<file path="config.mk">
export PLATFORM = sky130hd
export DESIGN_NAME = i_bus_prefetch
export DESIGN_NICKNAME = d
export VERILOG_FILES = /design/src/rtl/i_bus_prefetch_pkg.sv /design/src/rtl/i_line_buffer.sv /design/src/rtl/i_bus_prefetch.sv
export SDC_FILE = /design/constraint.sdc
export NUM_CORES = 1
export LEC_CHECK = 0
export ABC_AREA = 1
export CAP_MARGIN = 20
export CORE_ASPECT_RATIO = 0.8
export CORE_UTILIZATION = 50
export CTS_BUF_LIST = sky130_fd_sc_hd__clkbuf_4 sky130_fd_sc_hd__clkbuf_8 sky130_fd_sc_hd__clkbuf_16
export CTS_CLUSTER_SIZE = 30
export DETAILED_ROUTE_END_ITERATION = 6
export PLACE_DENSITY = 0.83
export SLEW_MARGIN = 0
export SYNTH_ARGS = -nofsm -noshare
export SYNTH_HDL_FRONTEND = slang
export SYNTH_HIERARCHICAL = 1
export SYNTH_SLANG_ARGS = --single-unit
</file>
<file path="constraint.sdc">
create_clock -name clk_i -period 13.68 [get_ports clk_i]
set_input_delay 3.42 -clock clk_i [delete_from_list [all_inputs] [get_ports clk_i]]
set_output_delay 3.42 -clock clk_i [all_outputs]
set_load 0.02 [all_outputs]
</file>
<file path="src/rtl/i_bus_prefetch_pkg.sv">
// Shared types and constants for the instruction-bus prefetch buffer.
// IBUS_PREFETCH_EN adds the PREFETCH state to the FSM encoding.
package i_bus_prefetch_pkg;

`ifdef IBUS_PREFETCH_EN
  typedef enum logic [1:0] {StIdle, StFetch, StRetry, StPrefetch} state_e;
`else
  typedef enum logic [1:0] {StIdle, StFetch, StRetry} state_e;
`endif

  localparam logic [7:0]   WB_SEL_WORD    = 8'h0f;
  localparam int unsigned  MaxW           = 128;
  localparam logic [MaxW-1:0] AddressBusZero = '0;
  localparam logic [MaxW-1:0] WordZero       = '0;

  function automatic int unsigned idx_width(input int unsigned lines);
    return $clog2(lines);
  endfunction

  function automatic int unsigned tag_width(input int unsigned addr_w, input int unsigned lines);
    return addr_w - 2 - $clog2(lines);
  endfunction

endpackage

</file>
<file path="src/rtl/i_line_buffer.sv">
// Direct-mapped one-word line storage: data, tag and valid per line.
// Addresses are word addresses; flush beats a fill on the same edge.
module i_line_buffer
  import i_bus_prefetch_pkg::*;
#(
  parameter int unsigned ADDR_W = 32,
  parameter int unsigned DATA_W = 32,
  parameter int unsigned LINES  = 4
) (
  input  logic              clk_i,
  input  logic              rst_i,
  input  logic              flush_i,
  input  logic [ADDR_W-3:0] rd_addr_i,
  output logic              rd_hit_o,
  output logic [DATA_W-1:0] rd_data_o,
  input  logic [ADDR_W-3:0] chk_addr_i,
  output logic              chk_hit_o,
  input  logic              wr_en_i,
  input  logic [ADDR_W-3:0] wr_addr_i,
  input  logic [DATA_W-1:0] wr_data_i
);

  localparam int unsigned IdxW  = idx_width(LINES);
  localparam int unsigned TagW  = tag_width(ADDR_W, LINES);
  localparam int unsigned WordW = ADDR_W - 2;

  logic [DATA_W-1:0] data_q [LINES];
  logic [TagW-1:0]   tag_q  [LINES];
  logic [LINES-1:0]  valid_q, valid_d;

  logic [IdxW-1:0] rd_idx, chk_idx, wr_idx;
  logic [TagW-1:0] rd_tag, chk_tag, wr_tag;

  assign rd_idx  = rd_addr_i[IdxW-1:0];
  assign rd_tag  = rd_addr_i[WordW-1:IdxW];
  assign chk_idx = chk_addr_i[IdxW-1:0];
  assign chk_tag = chk_addr_i[WordW-1:IdxW];
  assign wr_idx  = wr_addr_i[IdxW-1:0];
  assign wr_tag  = wr_addr_i[WordW-1:IdxW];

  assign rd_hit_o  = valid_q[rd_idx] && (tag_q[rd_idx] == rd_tag);
  assign rd_data_o = data_q[rd_idx];
  assign chk_hit_o = valid_q[chk_idx] && (tag_q[chk_idx] == chk_tag);

  always_comb begin
    valid_d = valid_q;
    if (flush_i) begin
      valid_d = '0;
    end else if (wr_en_i) begin
      valid_d[wr_idx] = 1'b1;
    end
  end

  always_ff @(posedge clk_i) begin
    if (rst_i) begin
      valid_q <= '0;
    end else begin
      valid_q <= valid_d;
    end
    if (wr_en_i) begin
      data_q[wr_idx] <= wr_data_i;
      tag_q[wr_idx]  <= wr_tag;
    end
  end

endmodule

</file>
<file path="src/rtl/i_bus_prefetch.sv">
// Instruction fetch buffer with a Wishbone master port.
// Define IBUS_PREFETCH_EN to fetch the next sequential line after each demand fill.
module i_bus_prefetch
  import i_bus_prefetch_pkg::*;
#(
  parameter int unsigned ADDR_W = 32,
  parameter int unsigned DATA_W = 32,
  parameter int unsigned LINES  = 4
) (
  input  logic              clk_i,
  input  logic              rst_i,
  input  logic [ADDR_W-1:0] in_InstructionAddress,
  input  logic              in_Flush,
  output logic [DATA_W-1:0] Instruction,
  output logic              IWait,
  output logic              IAbort,
  output logic [ADDR_W-1:0] wb_addr_o,
  output logic [DATA_W-1:0] wb_data_o,
  output logic [7:0]        wb_sel_o,
  output logic              wb_cyc_o,
  output logic              wb_stb_o,
  output logic              wb_we_o,
  input  logic [DATA_W-1:0] wb_data_i,
  input  logic              wb_ack_i,
  input  logic              wb_err_i,
  input  logic              wb_rty_i
);

  localparam int unsigned WordW = ADDR_W - 2;

  state_e           state_q, state_d;
  logic [WordW-1:0] addr_q, addr_d;
  logic             flush_pend_q, flush_pend_d;

  logic [WordW-1:0]  req_word, next_word;
  logic              rd_hit, chk_hit, bus_active, wr_en, req_match;
  logic [DATA_W-1:0] rd_data;
  logic              unused_low;

  assign req_word   = in_InstructionAddress[ADDR_W-1:2];
  assign unused_low = ^in_InstructionAddress[1:0];
  assign next_word  = addr_q + WordW'(1);
  assign req_match  = (addr_q == req_word);

`ifdef IBUS_PREFETCH_EN
  assign bus_active = (state_q == StFetch) || (state_q == StPrefetch);
`else
  assign bus_active = (state_q == StFetch);
  logic unused_chk;
  assign unused_chk = chk_hit;
`endif

  // A flush seen mid-transfer keeps the returning word out of the buffer.
  assign wr_en = bus_active && wb_ack_i && !flush_pend_q;

  i_line_buffer #(
    .ADDR_W(ADDR_W),
    .DATA_W(DATA_W),
    .LINES (LINES)
  ) u_lines (
    .clk_i     (clk_i),
    .rst_i     (rst_i),
    .flush_i   (in_Flush),
    .rd_addr_i (req_word),
    .rd_hit_o  (rd_hit),
    .rd_data_o (rd_data),
    .chk_addr_i(next_word),
    .chk_hit_o (chk_hit),
    .wr_en_i   (wr_en),
    .wr_addr_i (addr_q),
    .wr_data_i (wb_data_i)
  );

  assign wb_cyc_o  = bus_active;
  assign wb_stb_o  = bus_active;
  assign wb_we_o   = 1'b0;
  assign wb_sel_o  = WB_SEL_WORD;
  assign wb_data_o = WordZero[DATA_W-1:0];
  assign wb_addr_o = {addr_q, 2'b00};

  always_ff @(posedge clk_i) begin
    if (rst_i) begin
      state_q      <= StIdle;
      addr_q       <= AddressBusZero[WordW-1:0];
      flush_pend_q <= 1'b0;
    end else begin
      state_q      <= state_d;
      addr_q       <= addr_d;
      flush_pend_q <= flush_pend_d;
    end
  end

  always_comb begin
    state_d      = state_q;
    addr_d       = addr_q;
    flush_pend_d = flush_pend_q | in_Flush;
    unique case (state_q)
      StIdle: begin
        flush_pend_d = 1'b0;
        if (!rd_hit) begin
          state_d = StFetch;
          addr_d  = req_word;
        end
      end
      StFetch: begin
        if (wb_ack_i) begin
          state_d = StIdle;
`ifdef IBUS_PREFETCH_EN
          if (!chk_hit) begin
            state_d      = StPrefetch;
            addr_d       = next_word;
            flush_pend_d = 1'b0;
          end
`endif
        end else if (wb_err_i) begin
          state_d = StIdle;
        end else if (wb_rty_i) begin
          state_d = StRetry;
        end
      end
      StRetry: state_d = StFetch;
`ifdef IBUS_PREFETCH_EN
      StPrefetch: begin
        if (wb_ack_i || wb_err_i || wb_rty_i) begin
          state_d = StIdle;
        end
      end
`endif
      default: state_d = StIdle;
    endcase
  end

  always_comb begin
    Instruction = WordZero[DATA_W-1:0];
    IWait       = 1'b1;
    IAbort      = 1'b0;
    unique case (state_q)
      StIdle: begin
        if (rd_hit) begin
          Instruction = rd_data;
          IWait       = 1'b0;
        end
      end
      StFetch: begin
        if (wb_ack_i && req_match) begin
          Instruction = wb_data_i;
          IWait       = 1'b0;
        end else if (!wb_ack_i && wb_err_i && req_match) begin
          IAbort = 1'b1;
          IWait  = 1'b0;
        end
      end
`ifdef IBUS_PREFETCH_EN
      StPrefetch: begin
        if (rd_hit) begin
          Instruction = rd_data;
          IWait       = 1'b0;
        end
      end
`endif
      default: IWait = 1'b1;
    endcase
    if (rst_i) begin
      Instruction = WordZero[DATA_W-1:0];
      IAbort      = 1'b0;
    end
  end

endmodule
</file>
## Word level (Yosys, flattened, before mapping)

Memories as Yosys holds them, arrays and structs flattened.
Cells that the tools add are included.

- Add/subtract/negate cells: 0
- Shifts and indexed selects: 0
- $mul: 0
- Multiplexer cells: 23
- Bitwise gates (word level): 3
- Divide/modulo/power cells: 0
- Reductions and logical operators: 14
- Magnitude comparators: 3
- Eq/ne operators: 6

Operators by type and width:

| operator | count |
|---|---|
| $mux W32 | 3 |
| $pmux W32 S2 | 1 |
| $eq A30 B30 Y1 | 1 |
| $eq A28 B28 Y1 | 1 |
| $mux W1 | 11 |
| $mux W2 | 4 |
| $logic_and A1 B1 Y1 | 7 |
| $lt A2 B3 Y1 const B | 2 |
| $pmux W2 S3 | 1 |
| $ne A4 B4 Y1 const B | 1 |
| $or A4 B4 Y4 | 1 |
| $reduce_and A2 Y1 | 2 |
| $reduce_or A2 Y1 | 2 |
| $bmux W1 S2 | 1 |
| $demux W1 S2 | 1 |
| $eq A2 B1 Y1 const B | 1 |
| $eq A2 B2 Y1 const B | 1 |
| $ge A2 B1 Y1 const B | 1 |
| $logic_not A1 Y1 | 2 |
| $logic_not A2 Y1 | 1 |
| $ne A2 B2 Y1 const B | 1 |
| $pmux W1 S2 | 1 |
| $not A1 Y1 | 1 |
| $or A1 B1 Y1 | 1 |

- Bits in latches: 0
- Output and inout port bits: 109
- Memories: 2
- Memory bits (read-only): 0
- Input bits: 70
- Word-level logic and storage cells: 55
- Memory bits (writable): 240
- Flip-flop bits (word level): 37

Memory list:

| memory | depth | width | read ports | clocked after Yosys merged registers in | wr ports | RTL line | RTL |
|---|---|---|---|---|---|---|---|
| u_lines.data_q | 4 | 32 | 1 | 0 | 1 | i_line_buffer.sv:27 | `logic [DATA_W-1:0] data_q [LINES];` |
| u_lines.tag_q | 4 | 28 | 1 | 0 | 1 | i_line_buffer.sv:28 | `logic [TagW-1:0] tag_q [LINES];` |

## Depth between registers and ports, before layout

Gate-level depths: netlist of run 1.

- Word-level depth: 7
- Mapped depth: 19
- Gate-level depth less buffers: 15

## Hierarchy

The synthesis of run 1 kept the hierarchy.

Modules (own cells, without submodules):

| module | seq. area each (um^2) | area an instance (um^2) | cells an instance | instances |
|---|---|---|---|---|
| i_line_buffer | 7,287.0 | 11,185.7 | 1,116 | 1 |
| i_bus_prefetch | 660.6 | 3,618.5 | 556 | 1 |

## Worst setup path before layout of run 1

No wires, ideal clock.

- Path type: input port to output port
- From: input in_InstructionAddress[2]
- To: output Instruction[24]
- Stages: 17
- Path buffers: 4
- Required time: 10,260 ps
- Arrival time: 5,484 ps
- Slack: 4,776 ps
- Cell sequence: buf_4 -> buf_6 -> buf_2 -> nand2_1 -> nand3_1 -> o21ai_1 -> nand2_1 -> nor2_1 -> nand2_1 -> nor2_1 -> nand2_1 -> nor2_1 -> inv_1 -> nor2_1 -> clkbuf_1 -> nand2_1 -> a21oi_2

- Cells in the longest elaborated chain, start to end: 6
- Elaborated cells on any way between the ends: 12
- Classes of those cells: eq/ne (2); mux (6); reduce/logical (2); memory (2)

Ends and longest elaborated chain:

| item | RTL line | RTL |
|---|---|---|
| start, declared | i_bus_prefetch.sv:12 | `input logic [ADDR_W-1:0] in_InstructionAddress,` |
| $mem_v2 Z4 W28 or $bmux W1 S2 (tied branches) | -- |  |
| $eq A28 B28 Y1 or $mux W1 (tied branches) | i_line_buffer.sv:41 | `assign rd_hit_o = valid_q[rd_idx] && (tag_q[rd_idx] == rd_tag);` |
| $logic_and A1 B1 Y1 * | i_line_buffer.sv:41 |  |
| named net rd_hit | i_bus_prefetch.sv:36 | `logic rd_hit, chk_hit, bus_active, wr_en, req_match;` |
| $mux W32 * | i_bus_prefetch.sv:139 | `if (rd_hit) begin` |
| $pmux W32 S2 * | i_bus_prefetch.sv:137 | `unique case (state_q)` |
| $mux W32 * | i_bus_prefetch.sv:163 | `if (rst_i) begin` |
| end, declared | i_bus_prefetch.sv:14 | `output logic [DATA_W-1:0] Instruction,` |

Mark *: on every way through the listed nets, which the timed path passes. The rest lies on a longest branch. The select of a mux whose other input is x is not followed.

## Worst setup path after layout of run 1

- From: input in_InstructionAddress[2]
- To: output Instruction[21]

The elaborated chain is that of the path after synthesis.

==> summary.md, run 1 <==
| Metric | Value |
|---|---|
| CTS Buf Count | 27 |
| Mapped Cells | around 1200 |
| Hold WS | 0.468 ns |
| Post-CTS sizing | 0 |
| Syn avg cell area | 10.3 sq um |
| H-Tree Depth | 1 |
| Residual DRC count | 0 |
| Slew @ Worst Pin | 1.08 ns |
| Crit-path cells | buf_4 > clkinv_2 > buf_4 > buf_4 > nand2_1 > nand3_1 > o21ai_1 > nand2_1 > nor2_1 > nand2_1 > nor2_1 > nand2_1 > nor2_1 > inv_1 > nor2_2 > buf_4 > nand2_1 > a21oi_2 > clkdlybuf4s50_1 |
| Final setup violating endpoints | 0 |
| DR iter-0 viols | 773 |
| Via count | 9144 |
| Layout net count | 1419 |
| Switching Share | 24.0% |
| Status | finished, final reports clean |
| Die X | around 180 um |
| Core Rows | 51 |
| Worst skew pair latency | 0.52 ns |
| Max Cap Viol | 0 |
| Drt first pass iters | 5 |
| Vias per inst | approximately 5.4 |
| Max Slew Vio Count | 0 |
| Min Tclk post-route | 11.23 ns |
| Worst-path fanout max | 69 |
| Area grow syn2layout | 17.3% |
| Pre-CTS setup slack | 2.61 ns |
| Crit path max-delay family | buffers and inverters |
| Max Clk Rate | 89.0 MHz |
| Slowest Stage Delay on Critical Path | 0.64 ns |
| Yosys warnings | 6 |
| Share of layout cells above drive strength 1 | 11.0% |
| Boundary Pins | 179 |
| Die area | 26000 sq um |
| First-pass GRT wire length | 46000 um |
| Pwr dens | 125 nW/um^2 |
| Pin count of the biggest net entering global routing | 70 |
| Logic gate share of total power | between 10% and 20% |
| Worst Setup End Kind | output port |
| CP Launch Type | input pin |
| Commonest non-fill, non-tap cells in the layout | nand2_1, edfxtp_1, nor2_1, clkdlybuf4s50_1, nand3_1 |
| WP data required | 10.26 ns |
| Switching power | 0.446 mW |
| Leakage power | roughly 5.5 nW |
| Cells after DPL | 1638 |
| Post-CTS Hold Fix Bufs | 0 |
| Register area | 7950 sq um |
| Antenna violations before repair | 2 |
| Slowest CP cell | clkdlybuf4s50_1 |
| CTS tree | built |
| CTS max path bufs | 3 |
| VDD IR-drop max | 0.0644 mV |
| Synth Cell Area | 12700 sq um |
| Clk slew on worst S/H paths | 0.06 ns |
| Root Buffer | clkbuf_16 |
| Share of total power in the clock network | 38.3% |
| Cell Count, Final, Fillers Out | 1689 |
| Initial core utilization | about 51% |
| PortBufs | ~130 |
| Die Height | 144 um |
| Worst path arrival time | approximately 7.8 ns |
| Final Cycle Share | 82.1% |
| Placer Congestion | just over 0.8 |
| Vias in the first global route | 8698 |
| Skew final | about 0.0095 ns |
| GRT overflow | 0 |
| Relative max-transition margin | between 20 and 30% |
| HP Class | reg2reg |
| Crit path kind | in2out |
| Layout fillers | 1900 |
| WL/cell | about 18 um |
| Multi-input logic area | 3920 sq um |
| Post-DP HPWL | 17800 um |
| TNS Setup | 0 ns |
| GR Util All Layers | 22.9% |
| Core Area | between 20000 and 25000 sq um |
| Setup bufs post-CTS | 0 |
| Sink Count | 277 |
| Most common cell after layout, fill and taps aside | nand2_1 |
| Part of the power in registers | 51.7% |
| Post-Route WL | 30100 um |
| Post-route ant nets | 0 |
| RSZ-0062 raised after global routing | no |
| Worst setup slack after layout | 2.45 ns |
| Internal Power | 1.42 mW |
| Crit path buffers/inverters | 7 |
| Hold Vio Cnt, Final | 0 |
| CP dominant cell by count | nand2_1 |
==> registers in the layout, summed over array words and instances (netlist names) <==
name and cells:
addr_q 30, u_lines/valid_q 4, flush_pend_q 1, state_q 2, u_lines/tag_q 112, u_lines/data_q 128
==> metrics by stage <==
step	area [sq um]	total power, mW	util, %
2_1_floorplan	12800	1.10	-
3_3_place_gp	14000	1.16	56.9
3_5_place_dp	14000	1.16	56.9
4_1_cts	14900	1.87	60.4
5_1_grt	14900	1.92	60.4
6_report	14900	1.86	60.4
==> routing by layer <==
layer  wire length (um)  global-route usage, %
met1              12600                   29.2
met3               2300                   4.53
met2              14600                   39.0
met5                  0                      0
met4                648                   8.64
==> power groups by stage <==
stage	Clock, mW	Combinational [mW]	Sequential (mW)
after CTS	0.720	0.186	0.962
after global routing	0.755	0.204	0.965
after floorplan	0	0.112	0.987
after detailed placement	0	0.185	0.980
after global placement	0	0.180	0.979
final	0.712	0.187	0.962
==> worst min-delay path, delay by kind of cell, from the launching register on <==
| family | cells | cell delay, ns |
|---|---|---|
| AOI/OAI and AO/OA | 1 | 0.06 |
| buffers and inverters | 1 | 0.06 |
| DFF | 1 | 0.30 |
==> cell type report <==
type,instances,area share [%]
sequential,277,53.4
clock inverter,14,0.673
inverter,77,1.95
clock buffer,35,5.07
antenna,2,0.0336
multi-input combinational,814,26.4
timing repair buffer,152,9.82
tap,318,2.67
==> worst paths after layout <==
check,cells past startpoint,slack (ns),start,to
min reg2reg,2,0.47,u_lines/valid_q[2],u_lines/valid_q[2]
max reg2reg,7,11.20,state_q[0],u_lines/data_q[0][3]
max,19,2.45,in_InstructionAddress[2],Instruction[21]
min,2,0.47,u_lines/valid_q[2],u_lines/valid_q[2]
Note: power is estimated with default switching activity, not from simulation.
==> run 2, diff against run 1 <==
==> constraint.sdc (replaced) <==
create_clock -name clk_i -period 11 [get_ports clk_i]
set_input_delay 2.75 -clock clk_i [delete_from_list [all_inputs] [get_ports clk_i]]
set_output_delay 2.75 -clock clk_i [all_outputs]
set_load 0.02 [all_outputs]
==> run 2 against run 1 <==
Final area is 0.14% higher; non-clock buffer count stayed put; first-iteration DRC count is 1.7% higher; count of clock-buffer cells in the layout decreased by 6; global-route usage fell by 0.16 points; routed wire length is essentially flat; critical path depth down 1; clock skew rose by 0.010 ns; sequential share of layout area decreased by 0.076 points; combinational power rose by 24%; largest power group unchanged; highest routed layer unchanged.
==> summary.md, run 2 (synthesis gave the netlist of run 1 again) <==
| Metric | Value |
|---|---|
| Crit path kind | in2out |
| First-pass GRT wire length | 45700 um (-0.57%) |
| CTS tree | built |
| Largest registers | u_lines/data_q x128, u_lines/tag_q x112, addr_q x30 |
| Top sig layer | met4 |
| Antenna violations before repair | 1 (-1) |
| Switching Share | 23.8% (-0.13 points) |
| Relative max-transition margin | 38.4% (+11 points) |
| Worst skew pair latency | 0.53 ns (about the same) |
| Worst-path fanout max | 66 (-4.3%) |
| Post-Route WL | 30100 um (about the same) |
| Post-DP HPWL | 18300 um (+3.0%) |
| Levels on crit path | 18 (-1) |
| Largest register FFs | 128 (unchanged) |
| Post-route ant nets | 0 (unchanged) |
| Die area | 26000 sq um (unchanged) |
| Core Rows | 51 (unchanged) |
| Final setup violating endpoints | 0 (unchanged) |
| Drt first pass iters | 5 (unchanged) |
| GRT overflow | 0 (unchanged) |
| Hold Path Stages | 2 (unchanged) |
| Part of the power in registers | 51.2% (-0.5 points) |
| Placer Congestion | 0.810 (-0.42%) |
| Met2 wire length | 14500 um (-0.12%) |
| Cell area after layout | 14900 sq um (+0.14%) |
| Via count | 9175 (+0.34%) |
| WL/cell | 17.9 um (+0.16%) |
| Max Clk Rate | 99.5 MHz |
| Post-CTS sizing | 0 (unchanged) |
| Root Buffer | clkbuf_16 |
| Vias per inst | 5.44 (+0.40%) |
| Max Cap Viol | 0 (unchanged) |
| Switching power | 0.557 mW (+25%) |
| CP dominant cell by count | nand2_1 |
| Hold Vio Cnt, Final | 0 (unchanged) |
| CTS max path bufs | 3 (unchanged) |
| VDD IR-drop max | 0.126 mV (+95%) |
| Core Area | 24600 sq um (unchanged) |
| Sink Count | 277 (unchanged) |
| Residual DRC count | 0 (unchanged) |
| Slew @ Worst Pin | 0.922 ns (-0.161 ns) |
| Biggest register | u_lines/data_q |
| Pwr dens | 157 nW/um^2 (+25%) |
| Worst Setup End Kind | output port |
| Die X | 180 um (unchanged) |
| H-Tree Depth | 1 (unchanged) |
| CTS Buf Count | 27 (unchanged) |
| DR iter-0 viols | 786 (+1.7%) |
| Pre-CTS setup slack | 0.973 ns (-1.64 ns) |
| Worst path arrival time | 7.30 ns (-0.51 ns) |
| Boundary Pins | 179 (unchanged) |
| Leakage power | 5.46 nW (about the same) |
| TNS Setup | 0 ns (unchanged) |
| Area grow syn2layout | 17.5% |
| Vias in the first global route | 8457 (-2.8%) |
| Post-CTS Hold Fix Bufs | 0 (unchanged) |
| Most common cell after layout, fill and taps aside | nand2_1 |
| DRT met1 WL | 12300 um (-2.2%) |
| Min Tclk post-route | 10.05 ns |
| Layout net count | 1419 (unchanged) |
| PortBufs | 133 (unchanged) |
| RSZ-0062 raised after global routing | no |
| HP Class | reg2reg |
| Max Slew Vio Count | 0 (unchanged) |
| Placed Instance Area | 14000 sq um (unchanged) |
| Initial core utilization | 51.5% (unchanged) |
| Routed wl met3 | 2650 um (+15%) |
| Pin count of the biggest net entering global routing | 67 (-4.3%) |
| Slowest CP cell | clkinv_2 |
| Logic gate share of total power | 9.9% (-0.2 points) |
| WP data required | 8.25 ns (-2.01 ns) |
| Clk slew on worst S/H paths | 0.06 ns (about the same) |
| GR Util All Layers | 22.7% (-0.16 points) |
| Commonest non-fill, non-tap cells in the layout | nand2_1, edfxtp_1, nor2_1, clkdlybuf4s50_1, nand3_1 |
| Slowest Stage Delay on Critical Path | 0.80 ns (+0.16 ns) |
| Share of total power in the clock network | 38.9% (+0.6 points) |
| Share of layout cells above drive strength 1 | 11.0% (unchanged) |
| Setup bufs post-CTS | 0 (unchanged) |
| Skew final | 0.0200 ns (+0.0105 ns) |
| Status | finished, final reports clean |
| CP Launch Type | input pin |
| Crit-path cells | buf_4 > clkinv_2 > buf_4 > nand2_1 > nand3_1 > nand3b_1 > nand2_1 > nor2_1 > nand2_1 > nor2_1 > nand2_1 > nor2_1 > inv_1 > nor2_2 > buf_4 > nand2_1 > a21oi_2 > clkdlybuf4s50_1 |
| Die Height | 144 um (unchanged) |
| Worst setup slack after layout | 0.948 ns (-1.50 ns) |
| Crit path max-delay family | buffers and inverters |
| Internal Power | 1.78 mW (+26%) |
| Final Cycle Share | 91.4% |
| Crit path buffers/inverters | 6 (-1) |
| Reg2Reg Depth | 14 (+7) |
run 2: power groups by stage:
stage	logic, mW	clock network, mW	registers [mW]
after floorplan	0.139	0	1.23
after global placement	0.224	0	1.22
after global routing	0.255	0.963	1.20
after detailed placement	0.230	0	1.22
final	0.232	0.910	1.20
after CTS	0.232	0.927	1.20
run 2: routing by layer:
metal	global-route usage, %	vias up
met3	4.58	45
li1	-	4340
met5	0	-
met2	38.9	411
met4	6.61	0
met1	29.5	4379
run 2: tightest hold or removal path, stage by stage (launching register included):
cell and delay, ns:
dfxtp_1 0.30, inv_1 0.06, a21oi_1 0.06
run 2: area by class of cell:
type | count | area (sq um)
Inverter | 77 | 290
Clock buffer | 29 | 697
Sequential cell | 277 | 7950
Fill cell | 1924 | 9730
Multi-Input combinational cell | 814 | 3920
Clock inverter | 20 | 181
Timing Repair Buffer | 152 | 1460
Antenna cell | 1 | 2.50
Tap cell | 318 | 398
run 2: through the flow:
step	total power, mW	hold WS [ns]	std cells	util (%)
detailed placement	1.45	0.455	1638	56.9
global placement	1.44	0.442	1638	56.9
CTS	2.36	0.468	1687	60.5
finish	2.34	0.466	1688	60.5
global route	2.42	0.491	1688	60.5
floorplan	1.37	0.433	1274	-
run 2: final timing paths:
kind / endpoint / slack [ns] / startpoint
max: Instruction[30] / 0.95 / in_InstructionAddress[2]
min: u_lines/valid_q[3] / 0.47 / u_lines/valid_q[3]
max reg2reg: addr_q[3] / 8.28 / u_lines/tag_q[0][27]
min reg2reg: u_lines/valid_q[3] / 0.47 / u_lines/valid_q[3]
